[config.mk]
export PLATFORM = sky130hd
export DESIGN_NAME = halflife_input_cond
export DESIGN_NICKNAME = d
export VERILOG_FILES = /design/src/rtl/halflife_input_cond.sv
export SDC_FILE = /design/constraint.sdc
export NUM_CORES = 1
export LEC_CHECK = 0
export ABC_AREA = 0
export CAP_MARGIN = 20
export CORE_MARGIN = 2
export CORE_UTILIZATION = 35
export DETAILED_ROUTE_END_ITERATION = 16
export PLACE_DENSITY = 0.59
export RECOVER_POWER = 50
export SYNTH_ARGS = -nofsm -noshare
export SYNTH_HDL_FRONTEND = slang
export SYNTH_SLANG_ARGS = --single-unit
[constraint.sdc]
create_clock -name clk -period 5.8 [get_ports clk]
set_clock_uncertainty 0.2 [all_clocks]
set_input_delay 1.74 -clock clk [delete_from_list [all_inputs] [get_ports clk]]
set_output_delay 1.74 -clock clk [all_outputs]
set_load 0.02 [all_outputs]
[src/rtl/halflife_input_cond.sv]
`default_nettype none
// ============================================================================
// Module   : halflife_input_cond
// Brief    : Synchronizes and debounces the half-life counter front-panel
//            controls and produces one-cycle up/down (auto-repeat) and load pulses.
// Revision : 1.0 - initial release
// ============================================================================
module halflife_input_cond #(
    parameter int DEBOUNCE_CYCLES = 16,
    parameter int REPEAT_DELAY    = 256,
    parameter int REPEAT_RATE     = 64
) (
    input  logic       clk,
    input  logic       rst,
    input  logic       up_btn,
    input  logic       down_btn,
    input  logic       load_btn,
    input  logic [3:0] in_sw,
    output logic       up,
    output logic       down,
    output logic       load,
    output logic [3:0] in,
    output logic       conflict
);

    localparam int c_DW      = $clog2(DEBOUNCE_CYCLES + 1);
    localparam int c_RPT_MAX = (REPEAT_DELAY > REPEAT_RATE) ? REPEAT_DELAY : REPEAT_RATE;
    localparam int c_RW      = $clog2(c_RPT_MAX + 1);

    localparam logic [c_DW-1:0] c_DB_LIM   = c_DW'(DEBOUNCE_CYCLES);
    localparam logic [c_RW-1:0] c_DLY_LIM  = c_RW'(REPEAT_DELAY);
    localparam logic [c_RW-1:0] c_RATE_LIM = c_RW'(REPEAT_RATE);

    typedef enum logic [1:0] {
        ST_IDLE   = 2'd0,
        ST_DELAY  = 2'd1,
        ST_REPEAT = 2'd2
    } state_t;

    // Bit map: [0]=up, [1]=down, [2]=load, [6:3]=preset switches
    logic [6:0] w_raw;
    logic [6:0] r_sync1;
    logic [6:0] r_sync2;

    assign w_raw = {in_sw, load_btn, down_btn, up_btn};

    always_ff @(posedge clk or posedge rst) begin
        if (rst) begin
            r_sync1 <= '0;
            r_sync2 <= '0;
        end else begin
            r_sync1 <= w_raw;
            r_sync2 <= r_sync1;
        end
    end

    // Button debounce: the next debounced level is exposed combinationally so
    // edge detection lands on the same clock edge as the level update.
    logic [2:0]      r_btn_db;
    logic [2:0]      w_btn_db_next;
    logic [c_DW-1:0] r_btn_cnt [3];

    always_comb begin
        w_btn_db_next = r_btn_db;
        for (int b = 0; b < 3; b++) begin
            if ((r_sync2[b] != r_btn_db[b]) && (r_btn_cnt[b] == c_DB_LIM)) begin
                w_btn_db_next[b] = r_sync2[b];
            end
        end
    end

    always_ff @(posedge clk or posedge rst) begin
        if (rst) begin
            r_btn_db <= '0;
            for (int b = 0; b < 3; b++) begin
                r_btn_cnt[b] <= '0;
            end
        end else begin
            r_btn_db <= w_btn_db_next;
            for (int b = 0; b < 3; b++) begin
                if ((r_sync2[b] == r_btn_db[b]) || (r_btn_cnt[b] == c_DB_LIM)) begin
                    r_btn_cnt[b] <= '0;
                end else begin
                    r_btn_cnt[b] <= r_btn_cnt[b] + 1'b1;
                end
            end
        end
    end

    // Preset bus debounce: any change in the synchronized word restarts the count
    logic [3:0]      w_bus_sync;
    logic [3:0]      r_bus_last;
    logic [3:0]      r_bus_db;
    logic [c_DW-1:0] r_bus_cnt;

    assign w_bus_sync = r_sync2[6:3];

    always_ff @(posedge clk or posedge rst) begin
        if (rst) begin
            r_bus_last <= '0;
            r_bus_db   <= '0;
            r_bus_cnt  <= '0;
        end else begin
            r_bus_last <= w_bus_sync;
            if (w_bus_sync == r_bus_db) begin
                r_bus_cnt <= '0;
            end else if (w_bus_sync != r_bus_last) begin
                r_bus_cnt <= c_DW'(1);
            end else if (r_bus_cnt == c_DB_LIM) begin
                r_bus_db  <= w_bus_sync;
                r_bus_cnt <= '0;
            end else begin
                r_bus_cnt <= r_bus_cnt + 1'b1;
            end
        end
    end

    logic w_conflict_next;
    logic r_conflict;
    logic r_load;

    assign w_conflict_next = w_btn_db_next[0] & w_btn_db_next[1];

    always_ff @(posedge clk or posedge rst) begin
        if (rst) begin
            r_conflict <= 1'b0;
            r_load     <= 1'b0;
        end else begin
            r_conflict <= w_conflict_next;
            r_load     <= w_btn_db_next[2] & ~r_btn_db[2];
        end
    end

    // Auto-repeat engines: channel 0 = up, channel 1 = down
    logic [1:0] w_rpt_pulse;

    for (genvar i = 0; i < 2; i++) begin : g_rpt
        state_t          r_state;
        state_t          w_state_next;
        logic [c_RW-1:0] r_rcnt;
        logic [c_RW-1:0] w_rcnt_next;
        logic            r_pulse;
        logic            w_pulse_next;

        always_ff @(posedge clk or posedge rst) begin
            if (rst) begin
                r_state <= ST_IDLE;
                r_rcnt  <= '0;
                r_pulse <= 1'b0;
            end else begin
                r_state <= w_state_next;
                r_rcnt  <= w_rcnt_next;
                r_pulse <= w_pulse_next;
            end
        end

        always_comb begin
            w_state_next = r_state;
            w_rcnt_next  = r_rcnt;
            w_pulse_next = 1'b0;
            if (w_conflict_next || !w_btn_db_next[i]) begin
                w_state_next = ST_IDLE;
                w_rcnt_next  = '0;
            end else begin
                case (r_state)
                    ST_IDLE: begin
                        // A level still held from a conflict is not a new press
                        if (!r_btn_db[i]) begin
                            w_state_next = ST_DELAY;
                            w_rcnt_next  = '0;
                            w_pulse_next = 1'b1;
                        end
                    end
                    ST_DELAY: begin
                        if (r_rcnt + 1'b1 == c_DLY_LIM) begin
                            w_state_next = ST_REPEAT;
                            w_rcnt_next  = '0;
                            w_pulse_next = 1'b1;
                        end else begin
                            w_rcnt_next = r_rcnt + 1'b1;
                        end
                    end
                    ST_REPEAT: begin
                        if (r_rcnt + 1'b1 == c_RATE_LIM) begin
                            w_rcnt_next  = '0;
                            w_pulse_next = 1'b1;
                        end else begin
                            w_rcnt_next = r_rcnt + 1'b1;
                        end
                    end
                    default: begin
                        w_state_next = ST_IDLE;
                        w_rcnt_next  = '0;
                    end
                endcase
            end
        end

        assign w_rpt_pulse[i] = r_pulse;
    end

    assign up       = w_rpt_pulse[0];
    assign down     = w_rpt_pulse[1];
    assign load     = r_load;
    assign in       = r_bus_db;
    assign conflict = r_conflict;

endmodule
`default_nettype wire

==> summary.txt, run 1 <==
Timing
  • Unrepaired setup endpoints after global routing: false
  • Final hold slack: 0.1492 ns
  • Tcrit/Tclk final: about 63%
  • Count of endpoints failing setup in the final report: 0
  • Worst slew pin tran: about 1.6 ns
  • Pins Over Slew Limit: 46
  • Fin. Hold Viols: 0
  • Final setup TNS: 0 ns
  • Worst-case headroom to the max-slew limit: -7.498%
  • Max Clock Freq: approximately 270 MHz
  • Post-route minimum period: 3.679 ns

Final layout
  • Nets: 411
  • Most used cells in the layout excluding fill and tap cells: sky130_fd_sc_hd__dfrtp_1, sky130_fd_sc_hd__nand2_1, sky130_fd_sc_hd__nor2_1
  • Antenna cell count: 0
  • Share of cells above drive strength 1: approximately 8.1%
  • Most common cell after layout, fill and taps aside: sky130_fd_sc_hd__dfrtp_1
  • Synth-to-layout area growth: 14.10%
  • Fillers: 1,020

Routing
  • Aggregate routed wire length: 6.800 mm
  • DRC viols: 0
  • Post-DR wirelength/cell: 13.05 um
  • Via-per-instance ratio: about 5
  • Drt initial violations: 110
  • Routed Antenna Nets: 0
  • DR pass1 iterations: 4
  • Total number of vias: roughly 2,600

Pwr
  • Combinational power share: 3.7%
  • Internal power consumption: 0.0008081 W
  • Ratio of total power to cell area: 240.7 mW/mm2
  • Psw: approximately 0.0002 W
  • Static power due to leakage: ~1.9 nW
  • Maximum ir drop on the vdd rail: 0.1093 mV
  • Sequential share of power: 51.0%
  • Switching portion of total power: 20.29%
  • Share of total power in the clock network: a little under half

Clock tree
  • Count of cells resized by post-cts repair: 0
  • Worst-case clock buffer depth: 2
  • TritonCTS clock tree: yes
  • CTS buffer count: 9
  • Clk sink count: 71
  • Maximum level of the CTS H-tree: 3
  • Post-CTS Setup Repair Bufs: 0
  • Reg clk slew, reported paths: 0.07 ns
  • Clock root buffer: sky130_fd_sc_hd__clkbuf_8
  • Worst-skew pair later-pin latency: 0.34 ns
  • Number of hold-repair buffers added at the cts stage: 0

Die
  • Number of rows in the core area: 37
  • Starting Density: between 30% and 40%
  • Chip Height: ~110 um
  • Boundary pin count: 17
  • Core ar.: just over 0.01 mm2
  • Horizontal extent of the die: 106.7 um
  • DIE AREA: about 0.011 mm2

Synth
  • Share of synthesized area occupied by flip-flops and latches: 48.12%
  • EDFF count, synth: 0
  • Synthesized Nets: about 390
  • Synthesized cell area: 0.003692 mm2
  • Post-synthesis area per instance: 10.23 um2
  • Gate count of the mapped netlist: 361
  • FFs w/ async S/R, synth: 100.0%
  • Post-synthesis cell type count: 56
  • Register bit count reported by yosys: 71
  • Number of warnings reported in the yosys synthesis log: 0
  • Most frequently used flop master after synthesis: sky130_fd_sc_hd__dfrtp_1

Critical path
  • Kind of capture point of the worst setup path: asynchronous set/reset pin
  • Setup slack of the worst register-to-register path: 2.61 ns
  • Critical path launch point type: input pin
  • Worst r2r path cells: 7
  • Crit Reg-Reg Startpoint: g_rpt[1].r_rcnt[0]$_DFFE_PP0P_
  • Crit-path max FO: 45
  • Data required time at the worst endpoint: 6.09 ns
  • Critical path launch point: rst
  • CP Class: input pin to asynchronous set/reset pin
  • Crit path DAT: 3.97 ns
  • Endpoint of the most critical register-to-register path: g_rpt[1].r_rcnt[0]$_DFFE_PP0P_

Min path
  • Hold wc startpoint: r_sync1[3]$_DFF_PP0_
  • Hold-critical path endpoint: r_sync2[3]$_DFF_PP0_
  • Hold crit path type: flop to flop
  • Number of stages on the worst hold path: 0

Place
  • Gp weighted congestion: ~0.88
  • Half-perimeter wire length after detailed placement: ~4.9 mm
  • Count of input and output buffers: 16

Global routing
  • Number of antenna violations at the first check in global routing: 0
  • Total grt overflow: 0
  • Via count of the first global-routing pass: 2,543
  • Overall routing resource usage: 13.36%
  • Largest net degree at the start of global routing: 46
  • Wire length of the first global-routing pass: between 10 and 15 mm

Status
  • Failing checks: max-capacitance violations, max-slew violations
  • Run status: finished, violations left

Flow run
  • Number of max-cap violations: 1
-- cell type report --
class / instances / area [um2] / area share [%]
inverters: 27 / 101.3 / 2.406
flip-flops and latches: 71 / 1777 / 42.17
clock inverters: 6 / 108.9 / 2.584
clock buffers: 10 / 127.6 / 3.029
repair buffers: 17 / 167.7 / 3.980
multi-input cells: 254 / 1760 / 41.79
well taps: 136 / 170.2 / 4.039
-- Yosys cell counts, drive strengths merged (2+ instances only) --
library cell | count | area, um2
a21oi | 12 | 60.06
nand2b | 10 | 62.56
o41a | 2 | 22.52
clkbuf | 5 | 18.77
o21ai | 10 | 53.80
and2 | 2 | 12.51
o2111ai | 3 | 26.28
ha | 22 | 275.3
buf | 4 | 26.27
and3 | 3 | 18.77
nand3 | 22 | 115.1
nor2b | 2 | 12.51
nor4 | 6 | 50.04
nand2 | 33 | 123.9
a311oi | 3 | 32.53
nand4 | 6 | 37.54
inv | 27 | 101.4
o21a | 2 | 15.01
a21o | 5 | 37.54
xor2 | 16 | 140.1
xnor2 | 10 | 87.58
or2 | 4 | 25.03
a32oi | 3 | 26.28
a22o | 3 | 26.28
or3 | 2 | 12.51
nor3 | 6 | 30.03
a221oi | 6 | 52.55
o211ai | 4 | 40.03
dfrtp | 71 | 1777
nor2 | 31 | 116.4
mux2 | 8 | 90.09
o41ai | 2 | 17.52
-- state kept, by name (all words and copies together) (netlist names) --
name and flops:
r_btn_cnt 15, r_btn_db 3, r_sync1 7, r_bus_last 4, up 1, g_rpt.r_rcnt 18
g_rpt.r_state 4, load 1, in 4, down 1, r_bus_cnt 5, conflict 1
r_sync2 7
-- through the flow --
stage	area, um2	worst slack, ns	std cells	total power (W)	utilization, %
2_1_floorplan	3692	2.063	361	0.0005507	-
3_3_place_gp	3985	2.366	505	0.0005644	38.78
3_5_place_dp	3985	2.324	505	0.0005670	38.78
4_1_cts	4222	2.508	521	0.001032	41.08
5_1_grt	4213	1.688	521	0.001066	40.99
6_report	4213	2.121	521	0.001014	40.99
-- logic make-up (layout without fill, tap and decap cells) --
| logic type | count (synthesis) | in the layout | share of synthesized area [%] |
|---|---|---|---|
| buffers and inverters | 36 | 60 | 3.965 |
| xor gates and xnor gates | 26 | 26 | 6.167 |
| adders and majority gates | 22 | 22 | 7.455 |
| AOI/OAI and AO/OA | 63 | 63 | 13.08 |
| DFF | 71 | 71 | 48.12 |
| muxes | 9 | 9 | 2.711 |
| and+or+nand+nor | 134 | 134 | 18.50 |
-- power groups by stage --
stage | logic [W] | clock network (W) | registers [W]
2_1_floorplan | 0.0000265 | 0 | 0.000524
3_3_place_gp | 0.0000379 | 0 | 0.000526
3_5_place_dp | 0.0000401 | 0 | 0.000527
4_1_cts | 0.0000405 | 0.000474 | 0.000517
5_1_grt | 0.0000444 | 0.000502 | 0.000519
6_report | 0.0000375 | 0.000459 | 0.000518
-- per-layer routing --
layer / track usage [%] / up-vias / share of wire (%)
met3: 4.012 / 4 / 3.5
met2: 20.70 / 34 / 47
met1: 17.81 / 1258 / 48
met4: 4.638 / 0 / 1.0
met5: 0 / - / 0
li1: - / 1304 / -
-- critical path, cell delays in order --
cell	delay, ns
sky130_fd_sc_hd__dlygate4sd3_1	0.54
sky130_fd_sc_hd__inv_1	1.15
sky130_fd_sc_hd__buf_4	0.52
-- worst max path at each step --
stage / end / slack, ns / cells past startpoint
finish: g_rpt[0].r_rcnt[3]$_DFFE_PP0P_ / 2.12 / 3
global route: g_rpt[0].r_rcnt[4]$_DFFE_PP0P_ / 1.69 / 3
CTS: in[3] / 2.51 / 1
detailed placement: g_rpt[0].r_rcnt[1]$_DFFE_PP0P_ / 2.32 / 3
global placement: r_sync2[3]$_DFF_PP0_ / 2.37 / 3
floorplan: conflict$_DFF_PP0_ / 2.06 / 1
(Power assumes the default switching activity.)
==> inputs of run 2 (changes only) <==
==> constraint.sdc (replaced) <==
create_clock -name clk -period 3.6 [get_ports clk]
set_clock_uncertainty 0.2 [all_clocks]
set_input_delay 1.08 -clock clk [delete_from_list [all_inputs] [get_ports clk]]
set_output_delay 1.08 -clock clk [all_outputs]
set_load 0.02 [all_outputs]
==> summary.txt, run 2 (synthesis gave the netlist of run 1 again) <==
Place
  • Gp weighted congestion: 0.7968 (was 0.8750)
  • Half-perimeter wire length after detailed placement: 4.848 mm (was 4.935 mm)
  • Count of input and output buffers: 16 (unchanged)
  • Total instance count after detailed placement: 507 (was 505)

Critical path
  • Worst r2r path cells: 8 (was 7)
  • Data required time at the worst endpoint: 3.75 ns (was 6.09 ns)
  • Critical path launch point type: input pin (unchanged)
  • Cell with the largest stage delay on the worst path: sky130_fd_sc_hd__clkbuf_2 (was sky130_fd_sc_hd__inv_1)
  • CP Class: input pin to asynchronous set/reset pin (unchanged)
  • Endpoint of the most critical register-to-register path: g_rpt[0].r_rcnt[0]$_DFFE_PP0P_ (was g_rpt[1].r_rcnt[0]$_DFFE_PP0P_)
  • Crit-path max FO: 37 (was 45)
  • Crit-path leading delay family: buffers and inverters (unchanged)
  • Crit-path max cell delay: 0.84 ns (was 1.15 ns)
  • Kind of capture point of the worst setup path: asynchronous set/reset pin (unchanged)
  • Crit Reg-Reg Startpoint: r_btn_cnt[5]$_DFF_PP0_ (was g_rpt[1].r_rcnt[0]$_DFFE_PP0P_)
  • Crit path DAT: 3.09 ns (was 3.97 ns)
  • Setup slack of the worst register-to-register path: 0.73 ns (was 2.61 ns)
  • Critical path cell sequence: dlygate4sd3_1 > inv_1 > clkbuf_2 (was dlygate4sd3_1 > inv_1 > buf_4)
  • Sum of buffers and inverters on the critical path: 3 (unchanged)

Final layout
  • Synth-to-layout area growth: 15.42% (was 14.10%)
  • Largest registers: g_rpt.r_rcnt x18, r_btn_cnt x15 (unchanged)
  • Most used cells in the layout excluding fill and tap cells: sky130_fd_sc_hd__dfrtp_1, sky130_fd_sc_hd__nand2_1, sky130_fd_sc_hd__nor2_1 (unchanged)
  • Flip-flop count of the largest register, all copies and words added: 18 (unchanged)
  • Nets: 413 (was 411)
  • Most common cell after layout, fill and taps aside: sky130_fd_sc_hd__dfrtp_1 (unchanged)
  • Register bank with the most flops: g_rpt.r_rcnt (unchanged)
  • Post-route non-filler standard cell count: 523 (was 521)
  • Share of cells above drive strength 1: 9.044% (was 8.052%)
  • Antenna cell count: 0 (unchanged)
  • Fillers: 1,013 (was 1,020)

Min path
  • Hold crit path type: flop to flop (unchanged)
  • Number of stages on the worst hold path: 0 (unchanged)
  • Hold wc startpoint: r_sync1[2]$_DFF_PP0_ (was r_sync1[3]$_DFF_PP0_)
  • Hold-critical path endpoint: r_sync2[2]$_DFF_PP0_ (was r_sync2[3]$_DFF_PP0_)

Die
  • Starting Density: 35.93% (unchanged)
  • Number of rows in the core area: 37 (unchanged)
  • Boundary pin count: 17 (unchanged)
  • Horizontal extent of the die: 106.7 um (unchanged)
  • Core ar.: 0.01028 mm2 (unchanged)
  • DIE AREA: 0.01139 mm2 (unchanged)
  • Chip Height: 106.7 um (unchanged)

Routing
  • Post-DR wirelength/cell: 13.04 um (was 13.05 um)
  • Drt initial violations: 174 (was 110)
  • DRC viols: 0 (unchanged)
  • DR pass1 iterations: 6 (was 4)
  • Aggregate routed wire length: 6.821 mm (was 6.800 mm)
  • Via-per-instance ratio: 5.094 (was 4.990)
  • Routed Antenna Nets: 0 (unchanged)
  • Total number of vias: 2,664 (was 2,600)

Global routing
  • Largest net degree at the start of global routing: 38 (was 46)
  • Wire length of the first global-routing pass: 12.17 mm (was 12.08 mm)
  • Overall routing resource usage: 13.50% (was 13.36%)
  • Total grt overflow: 0 (unchanged)
  • Via count of the first global-routing pass: 2,567 (was 2,543)
  • Number of antenna violations at the first check in global routing: 0 (unchanged)

Timing
  • Post-route minimum period: ~3 ns
  • Worst slew pin tran: 0.9239 ns (was 1.611 ns)
  • Pins Over Slew Limit: 0 (was 46)
  • Max Clock Freq: 340.8 MHz
  • Final setup TNS: 0 ns (unchanged)
  • Tcrit/Tclk final: 81.52%
  • Worst-case headroom to the max-slew limit: 38.41% (was -7.498%)
  • Count of endpoints failing setup in the final report: 0 (unchanged)
  • Final hold slack: 0.1493 ns (was 0.1492 ns)
  • Fin. Hold Viols: 0 (unchanged)
  • Unrepaired setup endpoints after global routing: false (unchanged)

Pwr
  • Static power due to leakage: 1.889 nW (was 1.875 nW)
  • Psw: 0.0003595 W (was 0.0002057 W)
  • Total power draw: 0.001733 W (was 0.001014 W)
  • Maximum ir drop on the vdd rail: 0.2396 mV (was 0.1093 mV)
  • Internal power consumption: 0.001374 W (was 0.0008081 W)
  • Ratio of total power to cell area: 406.8 mW/mm2 (was 240.7 mW/mm2)
  • Combinational power share: 3.4% (was 3.7%)
  • Sequential share of power: 48.1% (was 51.0%)
  • Share of total power in the clock network: 48.6% (was 45.3%)
  • Switching portion of total power: 20.74% (was 20.29%)

Clock tree
  • Count of cells resized by post-cts repair: 0 (unchanged)
  • Maximum level of the CTS H-tree: 3 (unchanged)
  • Worst-skew pair later-pin latency: 0.35 ns (was 0.34 ns)
  • Reg clk slew, reported paths: 0.08 ns (was 0.07 ns)
  • Worst-case clock buffer depth: 2 (unchanged)
  • Clk sink count: 71 (unchanged)
  • Post-CTS Setup Repair Bufs: 0 (unchanged)
  • TritonCTS clock tree: yes (unchanged)
  • CTS buffer count: 9 (unchanged)
  • Number of hold-repair buffers added at the cts stage: 0 (unchanged)
  • Clock root buffer: sky130_fd_sc_hd__clkbuf_8 (unchanged)

Flow run
  • Number of max-cap violations: 0 (was 1)

Status
  • Run status: finished clean (was finished, violations left)
## run 2: changes by cell type in the layout (fill, tap and decap cells not counted), sizes merged
cell / before / now
clkinv: 3 / 0
bufinv: 3 / 4
inv: 27 / 28
clkinvlp: 0 / 2
clkbuf: 10 / 11
## run 2: metrics by stage
stage / util [%] / instance area, um2 / worst slack (ns)
after floorplan: - / 3692 / 0.5234
after global placement: 39.04 / 4013 / 0.9071
after detailed placement: 39.04 / 4013 / 0.7154
after CTS: 41.65 / 4280 / 0.7145
after global routing: 41.47 / 4262 / 0.2792
final: 41.47 / 4262 / 0.6654
## run 2: power by group through the flow
stage	sequential [W]	clock, W	combinational [W]
CTS	0.000833	0.000866	0.0000660
floorplan	0.000845	0	0.0000427
global route	0.000836	0.000903	0.0000725
global placement	0.000848	0	0.0000645
finish	0.000833	0.000842	0.0000587
detailed placement	0.000849	0	0.0000656
## run 2: area by class of cell
class | instances | area (um2) | share of cell area (%)
sequential | 71 | 1777 | 41.69
multi-input combinational | 254 | 1769 | 41.52
timing repair buffer | 19 | 176.4 | 4.140
tap | 136 | 170.2 | 3.993
clock inverter | 7 | 143.9 | 3.376
clock buffer | 9 | 123.9 | 2.907
inverter | 27 | 101.3 | 2.378
## run 2: worst max-delay path by stage
stage | from | endpoint | slack, ns | cells past startpoint
floorplan | rst | conflict$_DFF_PP0_ | 0.52 | 1
global placement | r_btn_cnt[5]$_DFF_PP0_ | g_rpt[0].r_rcnt[6]$_DFFE_PP0P_ | 0.91 | 8
detailed placement | r_btn_cnt[5]$_DFF_PP0_ | g_rpt[0].r_rcnt[0]$_DFFE_PP0P_ | 0.72 | 8
CTS | r_btn_cnt[5]$_DFF_PP0_ | g_rpt[0].r_rcnt[0]$_DFFE_PP0P_ | 0.71 | 8
global route | rst | down$_DFF_PP0_ | 0.28 | 3
finish | rst | g_rpt[1].r_rcnt[8]$_DFFE_PP0P_ | 0.67 | 3
## run 2: per-layer routing
layer | GRT usage [%] | share of wire (%) | vias to the layer above
met2 | 20.29 | 46 | 41
met5 | 0 | 0 | -
met1 | 18.16 | 48 | 1296
met3 | 4.863 | 3.9 | 12
li1 | - | - | 1315
met4 | 4.360 | 1.9 | 0
## run 2: worst reg2reg max path, cell delays in order, from the launching register on
cell and delay [ns]:
sky130_fd_sc_hd__dfrtp_1 0.41, sky130_fd_sc_hd__inv_1 0.07, sky130_fd_sc_hd__ha_1 0.12, sky130_fd_sc_hd__nor4bb_1 0.35
sky130_fd_sc_hd__mux2i_1 0.43, sky130_fd_sc_hd__nand2_1 0.23, sky130_fd_sc_hd__nor2_1 0.53, sky130_fd_sc_hd__o211ai_2 0.25
sky130_fd_sc_hd__o21ai_1 0.19
==> inputs of run 3 (changes only) <==
==> constraint.sdc (replaced) <==
create_clock -name clk -period 2.9 [get_ports clk]
set_clock_uncertainty 0.2 [all_clocks]
set_input_delay 0.87 -clock clk [delete_from_list [all_inputs] [get_ports clk]]
set_output_delay 0.87 -clock clk [all_outputs]
set_load 0.02 [all_outputs]
==> summary.txt, run 3 (synthesis gave the netlist of run 1 again) <==
Final layout
  • Register bank with the most flops: g_rpt.r_rcnt (unchanged)
  • Most used cells in the layout excluding fill and tap cells: sky130_fd_sc_hd__dfrtp_1, sky130_fd_sc_hd__nand2_1, sky130_fd_sc_hd__nor2_1 (unchanged)
  • Share of cells above drive strength 1: 9.278% (was 9.044%)
  • Synth-to-layout area growth: 14.98% (was 15.42%)
  • Flip-flop count of the largest register, all copies and words added: 18 (unchanged)
  • Largest registers: g_rpt.r_rcnt x18, r_btn_cnt x15 (unchanged)
  • Post-route non-filler standard cell count: 524 (was 523)
  • Nets: 414 (was 413)
  • Antenna cell count: 0 (unchanged)
  • Most common cell after layout, fill and taps aside: sky130_fd_sc_hd__dfrtp_1 (unchanged)

Timing
  • Pins Over Slew Limit: 0 (unchanged)
  • Worst-case headroom to the max-slew limit: 35.46% (was 38.41%)
  • Count of endpoints failing setup in the final report: 0 (unchanged)
  • Post-route minimum period: 2.635 ns
  • Fin. Hold Viols: 0 (unchanged)
  • Max Clock Freq: 379.5 MHz
  • Unrepaired setup endpoints after global routing: false (unchanged)
  • Final hold slack: 0.1503 ns (was 0.1493 ns)
  • Worst slew pin tran: 0.9680 ns (was 0.9239 ns)
  • Tcrit/Tclk final: about nine tenths
  • Final setup TNS: 0 ns (unchanged)

Global routing
  • Overall routing resource usage: 12.83% (was 13.50%)
  • Largest net degree at the start of global routing: 72 (was 38)
  • Wire length of the first global-routing pass: 11.50 mm (was 12.17 mm)
  • Total grt overflow: 0 (unchanged)
  • Number of antenna violations at the first check in global routing: 0 (unchanged)
  • Via count of the first global-routing pass: 2,480 (was 2,567)

Routing
  • Total number of vias: 2,641 (was 2,664)
  • Aggregate routed wire length: 6.650 mm (was 6.821 mm)
  • DR pass1 iterations: 5 (was 6)
  • Metal-1 WL: 3.129 mm (was 3.291 mm)
  • Detailed-routed wire length on met2: 3.154 mm (was 3.129 mm)
  • Top Layer Used: met4 (unchanged)
  • Routed Antenna Nets: 0 (unchanged)
  • Post-DR wirelength/cell: 12.69 um (was 13.04 um)
  • Via-per-instance ratio: 5.040 (was 5.094)
  • Amount of wire on met3 after detailed routing: 258 um (was 267 um)
  • DRC viols: 0 (unchanged)
  • Drt initial violations: 149 (was 174)

Flow run
  • Number of max-cap violations: 0 (unchanged)

Min path
  • Number of stages on the worst hold path: 0 (unchanged)
  • Hold-critical path endpoint: r_sync2[6]$_DFF_PP0_ (was r_sync2[2]$_DFF_PP0_)
  • Hold crit path type: flop to flop (unchanged)
  • Hold wc startpoint: r_sync1[6]$_DFF_PP0_ (was r_sync1[2]$_DFF_PP0_)

Clock tree
  • Clock root buffer: sky130_fd_sc_hd__clkbuf_8 (unchanged)
  • Reg clk slew, reported paths: 0.07 ns (was 0.08 ns)
  • Worst-case clock buffer depth: 2 (unchanged)
  • Maximum level of the CTS H-tree: 3 (unchanged)
  • Clk sink count: 71 (unchanged)
  • CTS buffer count: 9 (unchanged)
  • Count of cells resized by post-cts repair: 0 (unchanged)
  • TritonCTS clock tree: yes (unchanged)
  • Worst-skew pair later-pin latency: 0.35 ns (about the same)
  • Post-CTS Setup Repair Bufs: 0 (unchanged)
  • Number of hold-repair buffers added at the cts stage: 0 (unchanged)

Pwr
  • Ratio of total power to cell area: 481.5 mW/mm2 (was 406.8 mW/mm2)
  • Maximum ir drop on the vdd rail: 0.3011 mV (was 0.2396 mV)
  • Static power due to leakage: 1.882 nW (was 1.889 nW)

Die
  • Horizontal extent of the die: 106.7 um (unchanged)
  • Number of rows in the core area: 37 (unchanged)
  • Boundary pin count: 17 (unchanged)
  • Chip Height: 106.7 um (unchanged)
  • Core ar.: 0.01028 mm2 (unchanged)
  • Starting Density: 35.93% (unchanged)
  • DIE AREA: 0.01139 mm2 (unchanged)

Critical path
  • Kind of capture point of the worst setup path: flop (was asynchronous set/reset pin)
  • Data required time at the worst endpoint: 2.97 ns (was 3.75 ns)
  • Endpoint of the most critical register-to-register path: g_rpt[0].r_rcnt[0]$_DFFE_PP0P_ (unchanged)
  • Setup slack of the worst register-to-register path: 0.26 ns (was 0.73 ns)
  • Crit-path max FO: 9 (was 37)
  • Worst r2r path cells: 7 (was 8)
  • CP Class: flop to flop (was input pin to asynchronous set/reset pin)
  • Critical path launch point type: flop (was input pin)
  • Crit Reg-Reg Startpoint: g_rpt[0].r_rcnt[0]$_DFFE_PP0P_ (was r_btn_cnt[5]$_DFF_PP0_)
  • Crit path DAT: 2.70 ns (was 3.09 ns)

Place
  • Count of input and output buffers: 16 (unchanged)
  • Total instance count after detailed placement: 508 (was 507)
  • Gp weighted congestion: 0.8754 (was 0.7968)
  • Half-perimeter wire length after detailed placement: 4.641 mm (was 4.848 mm)

Status
  • Run status: finished clean (unchanged)
[run 3: cell count changes in the layout (fill, tap and decap cells not counted)]
| cell | previous run | this run |
|---|---|---|
| sky130_fd_sc_hd__buf_4 | 1 | 3 |
| sky130_fd_sc_hd__bufinv_16 | 4 | 3 |
| sky130_fd_sc_hd__clkbuf_1 | 1 | 2 |
| sky130_fd_sc_hd__clkbuf_2 | 1 | 0 |
| sky130_fd_sc_hd__clkbuf_4 | 0 | 1 |
| sky130_fd_sc_hd__clkinv_1 | 0 | 1 |
| sky130_fd_sc_hd__clkinv_4 | 0 | 1 |
| sky130_fd_sc_hd__clkinvlp_4 | 2 | 1 |
| sky130_fd_sc_hd__inv_1 | 27 | 26 |
| sky130_fd_sc_hd__inv_6 | 1 | 0 |
| sky130_fd_sc_hd__mux2_1 | 1 | 0 |
| sky130_fd_sc_hd__mux2_2 | 7 | 8 |
[run 3: final cells by class]
class / instances / area, um2
Clock buffer: 11 / 131.4
Timing Repair Buffer: 20 / 190.2
Fill cell: 1000 / 6032
Multi-Input combinational cell: 254 / 1769
Inverter: 27 / 101.3
Tap cell: 136 / 170.2
Clock inverter: 5 / 106.4
Sequential cell: 71 / 1777
[run 3: layer usage]
metal	up-vias	global-route usage, %
met3	9	4.012
met4	0	5.659
met5	-	0
met1	1263	16.16
li1	1322	-
met2	47	20.25
[run 3: metrics by stage]
step                      total power, W  utilization [%]  cell area, um2  setup WS [ns]
after floorplan                 0.001101                -            3692        0.03343
after global placement          0.001132            39.12            4020         0.3911
after detailed placement        0.001136            39.12            4020         0.2937
after CTS                       0.002101            41.43            4258         0.2585
after global routing            0.002146            41.31            4245        0.09963
final                           0.002044            41.31            4245         0.2649
[run 3: report_power, final]
group | internal (W) | leakage, nW | switching [W]
clock | 0.000573 | 0.114 | 0.000364
sequential | 0.00101 | 0.938 | 0.0000196
combinational | 0.0000311 | 0.830 | 0.0000422
[run 3: critical path: stages, from the launching register on]
cell and delay [ns]:
sky130_fd_sc_hd__dfrtp_1 0.41, sky130_fd_sc_hd__ha_1 0.27, sky130_fd_sc_hd__nand3_2 0.17, sky130_fd_sc_hd__or2_1 0.33, sky130_fd_sc_hd__a311oi_2 0.35, sky130_fd_sc_hd__o41a_1 0.44
sky130_fd_sc_hd__o211ai_2 0.20, sky130_fd_sc_hd__o21ai_1 0.17
[run 3: worst max-delay path by stage]
stage                                    from                             end  cells past startpoint
2_1_floorplan                             rst              conflict$_DFF_PP0_                      1
3_3_place_gp   g_rpt[1].r_rcnt[0]$_DFFE_PP0P_  g_rpt[1].r_rcnt[0]$_DFFE_PP0P_                      7
3_5_place_dp   g_rpt[0].r_rcnt[0]$_DFFE_PP0P_  g_rpt[0].r_rcnt[0]$_DFFE_PP0P_                      7
4_1_cts        g_rpt[0].r_rcnt[0]$_DFFE_PP0P_  g_rpt[0].r_rcnt[0]$_DFFE_PP0P_                      7
5_1_grt        g_rpt[0].r_rcnt[0]$_DFFE_PP0P_  g_rpt[0].r_rcnt[0]$_DFFE_PP0P_                      7
6_report       g_rpt[0].r_rcnt[0]$_DFFE_PP0P_  g_rpt[0].r_rcnt[0]$_DFFE_PP0P_                      7
